## src/rtl/mem_arbiter_if.sv

```systemverilog
// Request/response bundle between the CPU ports, the arbiter and the RAM.
// The slave modport is the arbiter's view; master is the environment (CPU + RAM).
interface mem_arbiter_if;
   logic        iREN;
   logic [31:0] iaddr;
   logic        dREN;
   logic        dWEN;
   logic [31:0] daddr;
   logic [31:0] dstore;
   logic        ram_ready;
   logic [31:0] ramload;
   logic        ramREN;
   logic        ramWEN;
   logic [31:0] ramaddr;
   logic [31:0] ramstore;
   logic        ihit;
   logic [31:0] iload;
   logic        dhit;
   logic [31:0] dload;
   logic        err;

   modport slave (
      input  iREN, iaddr, dREN, dWEN, daddr, dstore, ram_ready, ramload,
      output ramREN, ramWEN, ramaddr, ramstore, ihit, iload, dhit, dload, err
   );

   modport master (
      output iREN, iaddr, dREN, dWEN, daddr, dstore, ram_ready, ramload,
      input  ramREN, ramWEN, ramaddr, ramstore, ihit, iload, dhit, dload, err
   );
endinterface

```

## src/rtl/mem_arbiter.sv

```systemverilog
// Single-port RAM arbiter: data side has priority, instruction side is protected
// from starvation, and a stalled RAM access is aborted after TIMEOUT cycles.
module mem_arbiter #(
   parameter int unsigned STARVE_MAX = 4,
   parameter int unsigned TIMEOUT    = 64
) (
   input logic          CLK,
   input logic          RST,
   mem_arbiter_if.slave bus
);
   localparam int unsigned SW = $clog2(STARVE_MAX + 1);
   localparam int unsigned WW = $clog2(TIMEOUT + 1);
   localparam logic [SW-1:0] StarveMax = SW'(STARVE_MAX);
   localparam logic [WW-1:0] WaitLast  = WW'(TIMEOUT - 1);

   typedef enum logic [2:0] {StIdle, StIBusy, StDBusy, StIResp, StDResp} state_e;

   state_e        state_q, state_d;
   logic [SW-1:0] starve_q, starve_d;
   logic [WW-1:0] wait_q, wait_d;
   logic [31:0]   addr_q, addr_d;
   logic [31:0]   store_q, store_d;
   logic [31:0]   iload_q, iload_d;
   logic [31:0]   dload_q, dload_d;
   logic          write_q, write_d;
   logic          err_q, err_d;
   logic          dreq;

   assign dreq = bus.dREN | bus.dWEN;

   always_comb begin
      state_d  = state_q;
      starve_d = starve_q;
      wait_d   = wait_q;
      addr_d   = addr_q;
      store_d  = store_q;
      iload_d  = iload_q;
      dload_d  = dload_q;
      write_d  = write_q;
      err_d    = 1'b0;
      case (state_q)
         StIdle: begin
            // Data wins unless the instruction side has hit its starvation limit.
            if (dreq && (starve_q < StarveMax || !bus.iREN)) begin
               state_d = StDBusy;
               addr_d  = bus.daddr;
               store_d = bus.dstore;
               write_d = bus.dWEN;
               wait_d  = '0;
               if (bus.iREN) starve_d = starve_q + 1'b1;
            end else if (bus.iREN) begin
               state_d  = StIBusy;
               addr_d   = bus.iaddr;
               store_d  = '0;
               write_d  = 1'b0;
               wait_d   = '0;
               starve_d = '0;
            end
         end
         StIBusy, StDBusy: begin
            if (bus.ram_ready) begin
               if (state_q == StIBusy) begin
                  state_d = StIResp;
                  iload_d = bus.ramload;
               end else begin
                  state_d = StDResp;
                  if (!write_q) dload_d = bus.ramload;
               end
            end else if (wait_q == WaitLast) begin
               state_d = StIdle;
               err_d   = 1'b1;
            end else begin
               wait_d = wait_q + 1'b1;
            end
         end
         StIResp, StDResp: state_d = StIdle;
         default:          state_d = StIdle;
      endcase
   end

   always_ff @(posedge CLK) begin
      if (RST) begin
         state_q  <= StIdle;
         starve_q <= '0;
         wait_q   <= '0;
         addr_q   <= '0;
         store_q  <= '0;
         iload_q  <= '0;
         dload_q  <= '0;
         write_q  <= 1'b0;
         err_q    <= 1'b0;
      end else begin
         state_q  <= state_d;
         starve_q <= starve_d;
         wait_q   <= wait_d;
         addr_q   <= addr_d;
         store_q  <= store_d;
         iload_q  <= iload_d;
         dload_q  <= dload_d;
         write_q  <= write_d;
         err_q    <= err_d;
      end
   end

   // A hit is only reported if the requester still holds its request.
   assign bus.ramREN   = (state_q == StIBusy) | ((state_q == StDBusy) & ~write_q);
   assign bus.ramWEN   = (state_q == StDBusy) & write_q;
   assign bus.ramaddr  = addr_q;
   assign bus.ramstore = store_q;
   assign bus.ihit     = (state_q == StIResp) & bus.iREN;
   assign bus.dhit     = (state_q == StDResp) & dreq;
   assign bus.iload    = iload_q;
   assign bus.dload    = dload_q;
   assign bus.err      = err_q;
endmodule

```

## src/flat_wrapper.sv

```systemverilog
// flat-port wrapper written by rule: the top's interface ports become plain ports
module mem_arbiter_flat 
#(
   parameter int unsigned STARVE_MAX = 4,
   parameter int unsigned TIMEOUT    = 64
)
  (CLK, RST, bus_iREN, bus_iaddr, bus_dREN, bus_dWEN, bus_daddr, bus_dstore, bus_ram_ready, bus_ramload, bus_ramREN, bus_ramWEN, bus_ramaddr, bus_ramstore, bus_ihit, bus_iload, bus_dhit, bus_dload, bus_err);
  mem_arbiter_if bus_i ();
  input logic CLK;
  input logic RST;
  input wire logic [$bits(bus_i.iREN)-1:0] bus_iREN;
  input wire logic [$bits(bus_i.iaddr)-1:0] bus_iaddr;
  input wire logic [$bits(bus_i.dREN)-1:0] bus_dREN;
  input wire logic [$bits(bus_i.dWEN)-1:0] bus_dWEN;
  input wire logic [$bits(bus_i.daddr)-1:0] bus_daddr;
  input wire logic [$bits(bus_i.dstore)-1:0] bus_dstore;
  input wire logic [$bits(bus_i.ram_ready)-1:0] bus_ram_ready;
  input wire logic [$bits(bus_i.ramload)-1:0] bus_ramload;
  output wire logic [$bits(bus_i.ramREN)-1:0] bus_ramREN;
  output wire logic [$bits(bus_i.ramWEN)-1:0] bus_ramWEN;
  output wire logic [$bits(bus_i.ramaddr)-1:0] bus_ramaddr;
  output wire logic [$bits(bus_i.ramstore)-1:0] bus_ramstore;
  output wire logic [$bits(bus_i.ihit)-1:0] bus_ihit;
  output wire logic [$bits(bus_i.iload)-1:0] bus_iload;
  output wire logic [$bits(bus_i.dhit)-1:0] bus_dhit;
  output wire logic [$bits(bus_i.dload)-1:0] bus_dload;
  output wire logic [$bits(bus_i.err)-1:0] bus_err;
  assign bus_i.iREN = bus_iREN;
  assign bus_i.iaddr = bus_iaddr;
  assign bus_i.dREN = bus_dREN;
  assign bus_i.dWEN = bus_dWEN;
  assign bus_i.daddr = bus_daddr;
  assign bus_i.dstore = bus_dstore;
  assign bus_i.ram_ready = bus_ram_ready;
  assign bus_i.ramload = bus_ramload;
  assign bus_ramREN = bus_i.ramREN;
  assign bus_ramWEN = bus_i.ramWEN;
  assign bus_ramaddr = bus_i.ramaddr;
  assign bus_ramstore = bus_i.ramstore;
  assign bus_ihit = bus_i.ihit;
  assign bus_iload = bus_i.iload;
  assign bus_dhit = bus_i.dhit;
  assign bus_dload = bus_i.dload;
  assign bus_err = bus_i.err;
  mem_arbiter #(.STARVE_MAX(STARVE_MAX), .TIMEOUT(TIMEOUT)) u_core (.CLK(CLK), .RST(RST), .bus(bus_i));
endmodule
```

## config.mk

```make
export PLATFORM = sky130hd
export DESIGN_NAME = mem_arbiter_flat
export DESIGN_NICKNAME = d
export VERILOG_FILES = /design/src/rtl/mem_arbiter_if.sv /design/src/rtl/mem_arbiter.sv /design/src/flat_wrapper.sv
export SDC_FILE = /design/constraint.sdc
export NUM_CORES = 1
export LEC_CHECK = 0
export ABC_AREA = 1
export BUFFER_PORTS_ARGS = -buffer_cell sky130_fd_sc_hd__buf_2
export CAP_MARGIN = 20
export CORE_AREA = 2 2 120 122
export CTS_CLUSTER_SIZE = 28
export DETAILED_ROUTE_END_ITERATION = 16
export DIE_AREA = 0 0 122 124
export GPL_ROUTABILITY_DRIVEN = 0
export PLACE_DENSITY_LB_ADDON = 0.3
export SETUP_SLACK_MARGIN = 0.2
export SYNTH_ARGS = -nofsm -noshare
export SYNTH_HDL_FRONTEND = slang
export SYNTH_SLANG_ARGS = --single-unit
```

## constraint.sdc

```tcl
create_clock -name CLK -period 1.4 [get_ports CLK]
set_input_delay 0.14 -clock CLK [delete_from_list [all_inputs] [get_ports CLK]]
set_output_delay 0.14 -clock CLK [all_outputs]
set_load 0.1 [all_outputs]
```

==> out/metrics.json <==
{
  "insertion_delay": {"value": 430, "unit": "ps"},
  "initialDrtViolationCount": {"value": 517},
  "floorplan.rows": {"value": 43},
  "filler_cell_count": {"value": 569},
  "whs": {"value": 50.3, "unit": "ps"},
  "power.switching_fraction": {"value": 0.435},
  "setup_viol": {"value": 124},
  "setup.worst_path.class": {"value": "reg2reg"},
  "antenna_cells": {"value": 0},
  "critical_path_required": {"value": 1670, "unit": "ps"},
  "seq_area_frac_synth": {"value": 0.499},
  "yosys_warnings": {"value": 0},
  "worst_setup_path_start_kind": {"value": "register"},
  "fp.dieW": {"value": 122, "unit": "um"},
  "netlist.area_leader.share": {"value": 0.499},
  "pre_cts_ws": {"value": -92.2, "unit": "ps"},
  "netlist_instances": {"value": 730},
  "synth_flop_cell": {"value": "dfxtp_1"},
  "worst_pin_slew": {"value": 663, "unit": "ps"},
  "slew_headroom": {"value": 0.558},
  "core_region_area": {"value": 13700, "unit": "um^2"},
  "failed_checks": {"value": "setup timing"},
  "remaining_drc_errors": {"value": 0},
  "clk_pin_slew": {"value": 60, "unit": "ps"},
  "routed-via-count": {"value": 7323},
  "tritoncts_sink_count": {"value": 143},
  "rrSetupSlack": {"value": -280, "unit": "ps"},
  "cts.path.max_buffers": {"value": 2},
  "vdd.ir_drop.worst": {"value": 0.00102, "unit": "V"},
  "numCtsBuffers": {"value": 17},
  "total_congestion_overflow": {"value": 0},
  "grt_setup_unrepaired": {"value": "yes"},
  "reg2reg_depth": {"value": 11},
  "drt-pass1-iter-count": {"value": 8},
  "cp-endpoint": {"value": "u_core.bus.ramstore[29]"},
  "finalPower": {"value": 0.0194, "unit": "W"},
  "clk_root_buffer_cell": {"value": "clkbuf_16"},
  "min-delay-path-class": {"value": "in2reg"},
  "power_density": {"value": 1650, "unit": "nW/um^2"},
  "cts.htree.levels": {"value": 4},
  "die-area": {"value": 15100, "unit": "um^2"},
  "layout-area-overhead-vs-synth": {"value": 105, "unit": "%"},
  "finalCriticalPeriod": {"value": 1680, "unit": "ps"},
  "final_max_slew_viol_count": {"value": 0},
  "ant_nets": {"value": 0},
  "place_inst": {"value": 1164},
  "placement.cell_area": {"value": 7670, "unit": "um^2"},
  "grt_max_degree": {"value": 45},
  "worst_r2r_startpoint": {"value": "u_core.starve_q[2]"},
  "synth.ff_latch_count": {"value": 143},
  "power.internal": {"value": 0.0109, "unit": "W"},
  "detail_routed_net_length_per_standard_cell": {"value": 21.7, "unit": "um"},
  "synth.distinct_cells": {"value": 30},
  "leakage": {"value": 5.54, "unit": "nW"},
  "setup_ws": {"value": -278, "unit": "ps"},
  "arrival": {"value": 1950, "unit": "ps"},
  "post_drt_via_cell_ratio": {"value": 5.59},
  "netlist_top_cells_count": {"value": "nand2_1, nor2_1, dfxtp_1"},
  "postLayoutCellArea": {"value": 11800, "unit": "um^2"},
  "share_comb_of_total_power": {"value": 0.480},
  "grt_pass1_wl": {"value": 30000, "unit": "um"},
  "routed_wl": {"value": 28500, "unit": "um"},
  "post_route_cells_drive_above_1_share": {"value": 0.614},
  "synthMostInstantiatedCell": {"value": "nand2_1"},
  "asyncSetResetFlopFracSynth": {"value": 0},
  "antenna_violations_before_repair": {"value": 0},
  "post-synth-top-area-cell": {"value": "dfxtp_1"},
  "max_cap_viol_count": {"value": 0},
  "sort_of_element_at_the_end_of_the_critical_path": {"value": "register"},
  "synthTopCellsByArea": {"value": "dfxtp_1, nand2_1, nor2_1"},
  "mappedNetlistArea": {"value": 5740, "unit": "um^2"},
  "outcome": {"value": "finished, violations left"},
  "post_synth.cell_area_avg": {"value": 7.86, "unit": "um^2"},
  "syn-num-nets": {"value": 866},
  "cts_tree": {"value": "built"},
  "final-instance-count-excl-fill": {"value": 1311},
  "reg2reg_to": {"value": "u_core.bus.ramstore[29]"},
  "synth_edf_count": {"value": 0},
  "floorplan.io_pins": {"value": 267},
  "die_height": {"value": 124, "unit": "um"},
  "power_switching": {"value": 0.00842, "unit": "W"},
  "first_global_vias": {"value": 6097},
  "portion_of_the_clock_cycle_consumed_by_the_worst_path_in_the_final_layout": {"value": 1.20},
  "clockPowerShare": {"value": 0.254},
  "place_hpwl": {"value": 11300, "unit": "um"},
  "seq_power_share": {"value": 0.266},
  "skew": {"value": 9.17, "unit": "ps"},
  "crit_path_max_fanout": {"value": 4},
  "groute.usage.overall": {"value": 0.252},
  "place.port_buffers": {"value": 266},
  "final_layout_net_count": {"value": 1254},
  "final_hold_viol_count": {"value": 0},
  "start_util": {"value": 0.418},
  "cp-startpoint": {"value": "u_core.starve_q[2]"},
  "max_freq": {"value": 0.596, "unit": "GHz"}
}
cells by family (layout without fill, tap and decap cells):
group	after synthesis	count (layout)	share of synthesized area
AO/OA/AOI/OAI	147	147	0.158
XOR/XNOR	1	1	0.00153
adder cells (fa/ha/maj)	2	2	0.00436
buffers and inverters	69	470	0.0641
flip-flops	143	143	0.499
AND/OR/NAND/NOR	368	368	0.274
registers in the layout (all words and copies together) (netlist names):
register and cells:
u_core.wait_q 7, u_core.bus.err 1, u_core.bus.ramaddr 32, u_core.bus.dload 32
u_core.state_q 3, u_core.write_q 1, u_core.bus.iload 32, u_core.bus.ramstore 32
u_core.starve_q 3
layout by cell type (no fill, tap or decap), drive strengths merged:
cell / n
o21ai: 67
nand2: 161
o211a: 32
nor3: 1
nor4: 3
dlygate4sd3: 65
buf: 336
inv: 23
dfxtp: 143
nor2: 150
a21oi: 45
o22ai: 1
xnor2: 1
bufinv: 4
clkinvlp: 1
clkinv: 9
nand3b: 1
clkbuf: 32
o21bai: 2
nand3: 48
nand4: 4
ha: 2
critical path: stages (launching register included):
cell and delay (ps):
dfxtp_1 390, nand2_2 120, inv_2 140, nor2_8 60
nand2_4 130, buf_12 120, clkinv_8 60, buf_6 110
buf_8 110, buf_16 130, nand2_2 60, a21oi_1 80
worst min-delay path by stage:
stage / startpoint / slack, ps / end / cells past startpoint
after floorplan: bus_ram_ready / 220 / u_core.bus.err / 1
after global placement: bus_ramload[13] / 370 / u_core.bus.dload[13] / 3
after detailed placement: bus_ram_ready / 370 / u_core.bus.err / 2
after CTS: bus_iREN / 40 / u_core.starve_q[1] / 3
after global routing: bus_iaddr[31] / 60 / u_core.bus.ramaddr[31] / 4
final: bus_iaddr[1] / 50 / u_core.bus.ramaddr[1] / 4
metal layers:
metal	share of wire	vias to the layer above	track usage	wire length (um)
met4	0.057	0	0.0783	1610
met3	0.093	147	0.0687	2640
met2	0.51	494	0.451	14400
li1	-	3195	-	-
met1	0.35	3487	0.294	9830
met5	0	-	0	0
per-stage QoR:
step / util / setup TNS [ps]
3_3_place_gp: 0.559 / -360
6_report: 0.856 / -14130
3_5_place_dp: 0.559 / -1790
5_1_grt: 0.856 / -20320
4_1_cts: 0.709 / -9370
2_1_floorplan: - / -745
power groups by stage:
stage / registers, W / logic, W / clock network (W)
2_1_floorplan: 0.00831 / 0.00168 / 0
3_3_place_gp: 0.00499 / 0.00613 / 0
3_5_place_dp: 0.00500 / 0.00616 / 0
4_1_cts: 0.00494 / 0.00739 / 0.00489
5_1_grt: 0.00518 / 0.00956 / 0.00513
6_report: 0.00514 / 0.00930 / 0.00492
layout make-up:
class / instances / area, um^2 / area share
Timing Repair Buffer: 414 / 4120 / 0.350
Inverter: 20 / 149 / 0.0127
Sequential cell: 143 / 2990 / 0.254
Tap cell: 180 / 225 / 0.0192
Clock buffer: 19 / 443 / 0.0377
Timing Repair inverter: 4 / 53.8 / 0.00458
Clock inverter: 13 / 186 / 0.0159
Multi-Input combinational cell: 518 / 3590 / 0.305
timing repair:
item                       CTS  global route
setup endpoints to repair  274           261
hold endpoints to repair    85             0
resized for setup          123           524
pin swaps                    5            60
buffers inserted            11            12
cloned                       9            18
hold buffers                65             0
Note: power is estimated with default switching activity, not from simulation.
